`src/rtl/pes_sipo_rx.sv`:
```
// Serial-in/parallel-out receiver for framed LSB-/MSB-first words with a valid/ready output.
// Optional trailing even-parity bit per frame when PES_RX_PARITY_EN is defined.
module pes_sipo_rx #(
    parameter int WIDTH = 4
) (
    input  logic             clk,
    input  logic             rst,
    input  logic             sin,
    input  logic             sin_vld,
    input  logic             sof,
    input  logic             dir,
    output logic [WIDTH-1:0] out_data,
    output logic             out_valid,
    input  logic             out_ready,
    output logic             busy,
    output logic             err_frame,
    output logic             err_ovr,
    output logic             par_err
);

    localparam int CNT_W = $clog2(WIDTH + 2);
`ifdef PES_RX_PARITY_EN
    localparam logic [CNT_W-1:0] FRAME_LEN = CNT_W'(WIDTH + 1);
    localparam logic [CNT_W-1:0] DATA_CNT  = CNT_W'(WIDTH);
`else
    localparam logic [CNT_W-1:0] FRAME_LEN = CNT_W'(WIDTH);
`endif

    typedef enum logic {
        IDLE = 1'b0,
        RECV = 1'b1
    } state_t;

    state_t           state_q, state_d;
    logic [WIDTH-1:0] sr_q, sr_d;
    logic [CNT_W-1:0] cnt_q, cnt_d;
    logic             dir_q, dir_d;
    logic [WIDTH-1:0] out_data_q, out_data_d;
    logic             out_valid_q, out_valid_d;
    logic             err_frame_q, err_frame_d;
    logic             err_ovr_q, err_ovr_d;
`ifdef PES_RX_PARITY_EN
    logic             par_acc_q, par_acc_d;
    logic             par_err_q, par_err_d;
`endif

    // dir=0 shifts toward bit 0 (first bit lands in bit 0); dir=1 shifts toward the MSB.
    function automatic logic [WIDTH-1:0] shift_in(input logic [WIDTH-1:0] sr,
                                                  input logic b,
                                                  input logic msb_first);
        if (msb_first) return {sr[WIDTH-2:0], b};
        else           return {b, sr[WIDTH-1:1]};
    endfunction

    logic [WIDTH-1:0] sr_shift;
    logic [WIDTH-1:0] sr_first;
    logic [CNT_W-1:0] cnt_inc;
    logic [WIDTH-1:0] word;
    logic             data_bit;
    logic             out_free;

    assign sr_shift = shift_in(sr_q, sin, dir_q);
    assign sr_first = shift_in('0, sin, dir);
    assign cnt_inc  = cnt_q + CNT_W'(1);
    assign out_free = ~out_valid_q | out_ready;
`ifdef PES_RX_PARITY_EN
    assign data_bit = (cnt_q < DATA_CNT);
    assign word     = sr_q;
`else
    assign data_bit = 1'b1;
    assign word     = sr_shift;
`endif

    always_comb begin
        state_d     = state_q;
        sr_d        = sr_q;
        cnt_d       = cnt_q;
        dir_d       = dir_q;
        out_data_d  = out_data_q;
        out_valid_d = out_valid_q;
        err_frame_d = 1'b0;
        err_ovr_d   = 1'b0;
`ifdef PES_RX_PARITY_EN
        par_acc_d   = par_acc_q;
        par_err_d   = par_err_q;
`endif

        if (out_valid_q && out_ready) out_valid_d = 1'b0;

        if (sin_vld) begin
            if (sof) begin
                // A sof always opens a fresh word; inside RECV it also aborts the partial one.
                err_frame_d = (state_q == RECV);
                dir_d       = dir;
                sr_d        = sr_first;
                cnt_d       = CNT_W'(1);
                state_d     = RECV;
`ifdef PES_RX_PARITY_EN
                par_acc_d   = sin;
`endif
            end else if (state_q == RECV) begin
                if (data_bit) sr_d = sr_shift;
                cnt_d = cnt_inc;
`ifdef PES_RX_PARITY_EN
                par_acc_d = par_acc_q ^ sin;
`endif
                if (cnt_inc == FRAME_LEN) begin
                    if (out_free) begin
                        out_data_d  = word;
                        out_valid_d = 1'b1;
`ifdef PES_RX_PARITY_EN
                        par_err_d   = par_acc_q ^ sin;
`endif
                    end else begin
                        err_ovr_d = 1'b1;
                    end
                    cnt_d   = '0;
                    state_d = IDLE;
                end
            end
        end
    end

    always_ff @(posedge clk or posedge rst) begin
        if (rst) begin
            state_q     <= IDLE;
            sr_q        <= '0;
            cnt_q       <= '0;
            dir_q       <= 1'b0;
            out_data_q  <= '0;
            out_valid_q <= 1'b0;
            err_frame_q <= 1'b0;
            err_ovr_q   <= 1'b0;
`ifdef PES_RX_PARITY_EN
            par_acc_q   <= 1'b0;
            par_err_q   <= 1'b0;
`endif
        end else begin
            state_q     <= state_d;
            sr_q        <= sr_d;
            cnt_q       <= cnt_d;
            dir_q       <= dir_d;
            out_data_q  <= out_data_d;
            out_valid_q <= out_valid_d;
            err_frame_q <= err_frame_d;
            err_ovr_q   <= err_ovr_d;
`ifdef PES_RX_PARITY_EN
            par_acc_q   <= par_acc_d;
            par_err_q   <= par_err_d;
`endif
        end
    end

    assign out_data  = out_data_q;
    assign out_valid = out_valid_q;
    assign busy      = (state_q == RECV);
    assign err_frame = err_frame_q;
    assign err_ovr   = err_ovr_q;
`ifdef PES_RX_PARITY_EN
    assign par_err   = par_err_q;
`else
    assign par_err   = 1'b0;
`endif

endmodule

```
`config.mk`:
```
export PLATFORM = sky130hd
export DESIGN_NAME = pes_sipo_rx
export DESIGN_NICKNAME = d
export VERILOG_FILES = /design/src/rtl/pes_sipo_rx.sv
export SDC_FILE = /design/constraint.sdc
export NUM_CORES = 1
export LEC_CHECK = 0
export BUFFER_PORTS_ARGS = -buffer_cell sky130_fd_sc_hd__buf_4
export CORE_MARGIN = 2
export CORE_UTILIZATION = 50
export DETAILED_ROUTE_END_ITERATION = 16
export PLACE_DENSITY = 0.74
export SLEW_MARGIN = 20
export SYNTH_ARGS = -nofsm -noshare
export SYNTH_HDL_FRONTEND = slang
export SYNTH_SLANG_ARGS = --single-unit
export TNS_END_PERCENT = 100
```
`constraint.sdc`:
```
create_clock -name clk -period 4 [get_ports clk]
set_clock_uncertainty 0.05 [all_clocks]
set_input_delay 0.4 -clock clk [delete_from_list [all_inputs] [get_ports clk]]
set_output_delay 0.4 -clock clk [all_outputs]
set_load 0.005 [all_outputs]
```
Yosys cells after proc, flatten, opt, wreduce, memory -nomap -nowiden
Index checks and enable logic that the tools add are counted.

word-level totals
  RAM bits = 0
  memories = 0
  bits in latches = 0
  output and inout port bits = 9
  logic and storage cells = 41
  bits of input ports = 7
  register bits after elaboration = 16
  memory bits (read-only) = 0

operators by class
  add/subtract/negate cells = 1
  bitwise operators = 3
  equal/unequal tests = 1
  multiply operators = 0
  reductions and logical operators = 5
  divide/modulo/power cells = 0
  shifts and indexed selects = 0
  multiplexer cells = 23
  magnitude comparators = 0

operator list
  kind                                         count
  two-way mux 1 bit                            16
  two-way mux 4 bit                            4
  two-way mux 3 bit                            3
  AND reduction 5 bit                          1
  AND reduction 2 bit                          2
  adder 3 x 1 -> 3 bit, second input constant  1
  equality test 3 bit, second input constant   1
  NOT 1 bit                                    2
  nonzero test 2 bit                           1
  logical AND 1 bit                            1
  OR 1 bit                                     1

Depth between registers and ports, before layout
Gate-level depths: netlist of run 1.

  depth after elaboration = 7
  depth in mapped cells = 4
  depth with buffers taken out = 4

Least setup slack after synthesis of run 1
OpenSTA, ideal clock, no wires.

  path type = reg2reg
  start point = register cnt_q[0]
  end point = register out_data_q[0] (netlist: out_data[0])
  buffers on the path = 0
  required time = 3.825 ns
  arrival time = 1.321 ns
  setup slack = 2.504 ns
  library setup time = 0.125 ns
  stages on the path, launching flop included = 5
  clock period less this slack = 1.496 ns
  path through = dfrtp_1 -> ha_1 -> xor2_2 -> nand4_2 -> mux2_2

on the way
  longest elaborated chain between the ends = 3

ends and longest elaborated chain
  what                                  line  source
  start: declaration                    36    logic [CNT_W-1:0] cnt_q, cnt_d;
  start signal: assignment              141   cnt_q <= cnt_d;
  adder 3 x 1 -> 3 bit                  64    assign cnt_inc = cnt_q + CNT_W'(1);
  equality test 3 bit                   107   if (cnt_inc == FRAME_LEN) begin
  AND reduction 5 bit (no source line)  -
  end signal: assignment                143   out_data_q <= out_data_d;
  end: declaration                      38    logic [WIDTH-1:0] out_data_q, out_data_d;

No other way between the ends.
A chain may end at the register's enable or synchronous reset.

Worst setup path in the final report of run 1
Same ends and word-level chain as after synthesis.

==> results of run 1 <==
## final cells by class
| class | count | area (sq um) |
|---|---|---|
| multi-input combinational | 44 | 334 |
| inverter | 3 | 11.3 |
| fill | 124 | 564 |
| sequential | 16 | 400 |
| tap | 16 | 20.0 |
| clock buffer | 4 | 36.3 |
| timing repair buffer | 14 | 105 |
## cells by family after synthesis
logic type / share of synthesized area (%)
XOR/XNOR: 2.11
adder cells (fa/ha/maj): 3.25
flip-flops: 52.0
AND/OR/NAND/NOR: 13.3
buffers and inverters: 4.55
other: 0.487
AO/OA/AOI/OAI: 11.5
multiplexers: 12.7
## how the worst max path moves through the flow
stage	startpoint	endpoint	slack [ns]	depth (start not counted)
after floorplan	cnt_q[0]	out_data[0]	2.50	4
after global placement	cnt_q[0]	out_data[3]	2.44	4
after detailed placement	cnt_q[0]	out_data[0]	2.40	4
after CTS	cnt_q[0]	out_data[0]	2.39	4
after global routing	cnt_q[0]	out_data[0]	2.31	4
final	cnt_q[0]	out_data[0]	2.39	4
## metal layers
metal  share of wire [%]  vias to the layer above  track usage, %
met4                 1.8                        0            10.9
met1                  48                      259            24.2
li1                    -                      264               -
met3                 5.4                        2            2.98
met2                  44                       13            23.0
met5                   0                        -               0
## power groups by stage
| stage | clock [W] | combinational [W] | sequential (W) |
|---|---|---|---|
| 6_report | 0.000106 | 0.000142 | 0.000235 |
| 5_1_grt | 0.000119 | 0.000156 | 0.000240 |
| 4_1_cts | 0.000110 | 0.000143 | 0.000235 |
| 3_5_place_dp | 0 | 0.000142 | 0.000237 |
| 3_3_place_gp | 0 | 0.000135 | 0.000235 |
| 2_1_floorplan | 0 | 0.0000924 | 0.000231 |
## cell usage after synthesis
library cell,instances
buf_6,1
o21ai_1,1
a21oi_1,1
a211o_1,1
buf_4,1
mux2i_1,3
nand2_1,7
and3_1,1
nand3b_1,1
xor2_2,1
and3b_1,1
mux2_2,6
nor2_1,2
ha_1,2
a22o_1,3
conb_1,1
buf_2,1
a2bb2oi_1,1
nand2b_1,1
nor4b_1,2
o2bb2a_1,1
o21ai_0,5
nand3_1,2
inv_1,3
dfrtp_1,16
nand4_2,1
## flip-flops by register name (all words and copies together), names as in the netlist
signal     cells
out_valid      1
dir_q          1
sr_q           4
busy           1
err_frame      1
err_ovr        1
out_data       4
cnt_q          3
## worst register-to-register path, delay by kind of cell, from the launching register on
family	cells	cell delay [ns]
flip-flops	1	0.42
adder cells (fa/ha/maj)	1	0.26
XOR/XNOR	1	0.25
multiplexers	1	0.32
AND/OR/NAND/NOR	1	0.21
## through the flow
| stage | total power, W | hold WS [ns] |
|---|---|---|
| final | 0.000483 | 0.124 |
| after global placement | 0.000370 | 0.418 |
| after detailed placement | 0.000379 | 0.431 |
| after global routing | 0.000515 | 0.185 |
| after floorplan | 0.000323 | 0.264 |
| after CTS | 0.000488 | 0.144 |
==> results.cfg, run 1 <==
[outcome]
status = completed

[floorplan]
core_area_sq_um = 1470
die_height_microns = 43.2
io-pin-count = 16
num_rows = 14
fp.dieW_microns = 43.2
dieArea_sq_um = 1870
start_util_pct = 52.3

[sta]
finalCriticalPeriod_ns = 1.61
relSlewSlack_pct = 56.7
slew_violations = 0
tns_ns = 0
fin_crit_sh_pct = 40.3
rsz0062_at_grt = false
worst_pin_slew_ns = 0.645
final-setup-viol-count = 0
fmax_mhz = 620
finalHoldViolations = 0
fin_ws_ns = 2.39

[layout]
drive_gt1_share_pct = 32.1
nets = 91
antenna_cells = 0
final_cell_mix = 16 x dfrtp_1, 14 x buf_4, 7 x nand2_1, 6 x mux2_2, 5 x o21ai_0
final_area_sq_um = 907
syn_to_final_growth_pct = 17.9
final_util_pct = 61.6
fin_cells = 97
final_common_cell = dfrtp_1

[worst_setup_path]
crit_fanout = 4
start_kind = flop
r2r_cells = 4
critPathKind = flop to flop
slowest_stage = dfrtp_1
required_ns = 4.13
r2r_slack_ns = 2.39
cp_num_buf_inv = 0
path_delay_family = flip-flops
reg2reg_from = cnt_q[0]
worstPathCellList = ha_1 -> xor2_2 -> nand4_2 -> mux2_2
worstReg2RegEnd = out_data[0]
arrival_ns = 1.75
cpPeakStageDelay_ns = 0.42
end_kind = flop

[placed_design]
dpl.hpwl_microns = 984
placed_cells = 93
routabilityCongestion = 0.713
dp_slack_ns = 2.40
place_area_sq_um = 871
port_buffers = 14

[global_route]
grt_pass1_vias = 494
grt_use_total_pct = 16.8
grt_max_degree = 17
grt_pass1_wl_mm = 2.26
antenna_found_initial = 0
overflow = 0

[drt]
drtPass1Iterations = 3
drc_errors = 0
vias = 538
drtIter0Drc = 13
wirelength_mm = 1.35
vias_per_cell = 5.55
ant_nets = 0
wl_per_cell_microns = 13.9

[logic_synthesis]
yosysTopAreaCell = dfrtp_1
synthTopCellsByArea = dfrtp_1 52%, mux2_2 8.8%, mux2i_1 3.9%
ys_types = 26
synth_area_sq_um = 769
yosysSeqAreaShare_pct = 52.0
synth_seq_cells = 16
syn-num-nets = 75
yosysWarningCount = 0
synthCells = 66
synth.avg_cell_area_sq_um = 11.7
yosys.area.top_type_share_pct = 52.0

[min_path]
min_path_type = input port to asynchronous set/reset pin

[power]
peakVddDrop_mv = 0.302
pwr-share-comb_pct = 29.3
sw_frac_of_total_pct = 30.8
leakage_nw = 0.472
seq_power_share_pct = 48.7
p_clk_share_pct = 22.0
power.density_nw_per_um2 = 532
switchingPower_w = 0.000149
p_int_w = 0.000334

[cts]
cts_tree = yes
cts_hold_buf = 0
cts_root_buf = clkbuf_4
cts_resized = 0
postCtsSetupRepairBufs = 0
h-tree-depth = 1
clock_sinks = 16
numCtsBuffers = 3
clk_latency_ns = 0.29
path_clk_slew_ns = 0.09
clock_path_buffers = 2

[job]
cap_violations = 0
Power figures use the tool's default switching activity.
==> run 2, diff against run 1 <==
==> constraint.sdc (replaced) <==
create_clock -name clk -period 1.54 [get_ports clk]
set_clock_uncertainty 0.05 [all_clocks]
set_input_delay 0.154 -clock clk [delete_from_list [all_inputs] [get_ports clk]]
set_output_delay 0.154 -clock clk [all_outputs]
set_load 0.005 [all_outputs]
==> run 2 against run 1 <==
Compared with the run above:
- total power rose to 2.8 times the previous value
- non-clock buffer count up 4
- hold slack worse by 0.067 ns
- via count up 4.3%
- core utilization up 2.8 points
- critical endpoint is now out_data[1]
- largest power group unchanged
- highest routed layer unchanged
==> results.cfg, run 2 (same netlist as run 1, synthesis figures left out) <==
[power]
switchingPower_w = 0.000417
p_int_w = 0.000913
seq_power_share_pct = 45.7
sw_frac_of_total_pct = 31.3
p_clk_share_pct = 21.0
leakage_nw = 0.490
power.density_nw_per_um2 = 1400
peakVddDrop_mv = 0.733
pwr-share-comb_pct = 33.4

[drt]
wirelength_mm = 1.56
drtIter0Drc = 4
vias_per_cell = 5.55
vias = 561
drc_errors = 0
drtPass1Iterations = 4
ant_nets = 0
wl_per_cell_microns = 15.5

[sta]
final-setup-viol-count = 0
fmax_mhz = 667
slew_violations = 0
finalHoldViolations = 0
fin_crit_sh_pct = 97.3
relSlewSlack_pct = 60.2
finalCriticalPeriod_ns = 1.50
worst_pin_slew_ns = 0.596

[global_route]
grt_use_total_pct = 18.5
overflow = 0
grt_pass1_vias = 539
grt_pass1_wl_mm = 2.43
busiest_layer = met2
antenna_found_initial = 0
grt_use_met3_pct = 2.98
grt_max_degree = 17
grtUsageMet1_pct = 24.9
grt_use_met2_pct = 26.9

[placed_design]
place_area_sq_um = 893
dpl.hpwl_mm = 1.13
port_buffers = 14
routabilityCongestion = 0.725

[floorplan]
num_rows = 14
die_height_microns = 43.2
core_area_sq_um = 1470
start_util_pct = 52.3
io-pin-count = 16
fp.dieW_microns = 43.2
dieArea_sq_um = 1870

[cts]
path_clk_slew_ns = 0.09
postCtsSetupRepairBufs = 0
clock_path_buffers = 2
numCtsBuffers = 3
h-tree-depth = 1
cts_tree = yes
clock_sinks = 16
clk_latency_ns = 0.29
cts_root_buf = clkbuf_4

[layout]
final_util_pct = 64.5
final_area_sq_um = 948
final_cell_mix = 17 x buf_4, 16 x dfrtp_1, 7 x nand2_1, 6 x mux2_2, 5 x o21ai_0
fillers = 132
nets = 95
syn_to_final_growth_pct = 23.3
antenna_cells = 0
final_common_cell = buf_4
drive_gt1_share_pct = 34.1

[outcome]
status = completed

[worst_setup_path]
crit_fanout = 4
arrival_ns = 1.63
end_kind = flop
required_ns = 1.67
critPathKind = flop to flop
start_kind = flop

[job]
cap_violations = 0

[min_path]
min_path_type = input port to flop
[run 2: changes by cell type in the layout (fill, tap and decap cells not counted), sizes merged]
cell	before	now
dlygate4sd3	0	1
buf	14	17
[run 2: final timing paths]
| path | from | end | slack [ns] | cells past startpoint |
|---|---|---|---|---|
| setup / recovery | cnt_q[1] | out_data[1] | 0.04 | 4 |
| hold / removal | dir | dir_q | 0.06 | 2 |
| setup reg to reg | cnt_q[1] | out_data[1] | 0.04 | 4 |
| hold reg to reg | sr_q[3] | sr_q[3] | 0.46 | 2 |
| max in group asynchronous | rst | sr_q[1] | 0.62 | 3 |
| min in group asynchronous | rst | out_data[2] | 0.43 | 3 |
[run 2: timing repair]
| action | CTS | global route |
|---|---|---|
| resized for setup | 0 | 1 |
| hold endpoints to repair | 16 | 0 |
| setup endpoints to repair | 0 | 3 |
| hold buffers | 1 | 0 |
[run 2: area by class of cell]
cell class | instances | area [sq um] | area share (%)
Timing Repair Buffer | 18 | 138 | 14.5
Inverter | 3 | 11.3 | 1.19
Tap cell | 16 | 20.0 | 2.11
Clock buffer | 4 | 36.3 | 3.83
Sequential cell | 16 | 400 | 42.2
Multi-Input combinational cell | 44 | 343 | 36.1
[run 2: per-stage QoR]
step / total power (W) / worst slack [ns] / setup TNS, ns / hold slack, ns / std cells
floorplan: 0.000840 / 0.0439 / 0 / 0.0177 / 66
global placement: 0.00102 / 0.0870 / 0 / 0.203 / 96
detailed placement: 0.00104 / 0.0338 / 0 / 0.216 / 96
CTS: 0.00133 / 0.0193 / 0 / 0.0533 / 101
global route: 0.00140 / -0.00113 / -0.00113 / 0.0630 / 101
finish: 0.00133 / 0.0411 / 0 / 0.0572 / 101
[run 2: power groups by stage]
stage | clock [W] | combinational [W] | sequential [W]
after floorplan | 0 | 0.000240 | 0.000600
after global placement | 0 | 0.000409 | 0.000606
after detailed placement | 0 | 0.000430 | 0.000615
after CTS | 0.000287 | 0.000436 | 0.000606
after global routing | 0.000298 | 0.000487 | 0.000619
final | 0.000279 | 0.000444 | 0.000607
[run 2: worst max-delay path, stage by stage (launching register included)]
cell and delay, ns:
dfrtp_1 0.41, ha_1 0.25, xor2_2 0.23, nand4_4 0.15, mux2_2 0.30
[run 2: layer usage]
metal	wire, microns	up-vias
met5	0	-
met3	80	5
met2	738	16
li1	-	270
met4	42	0
met1	700	270
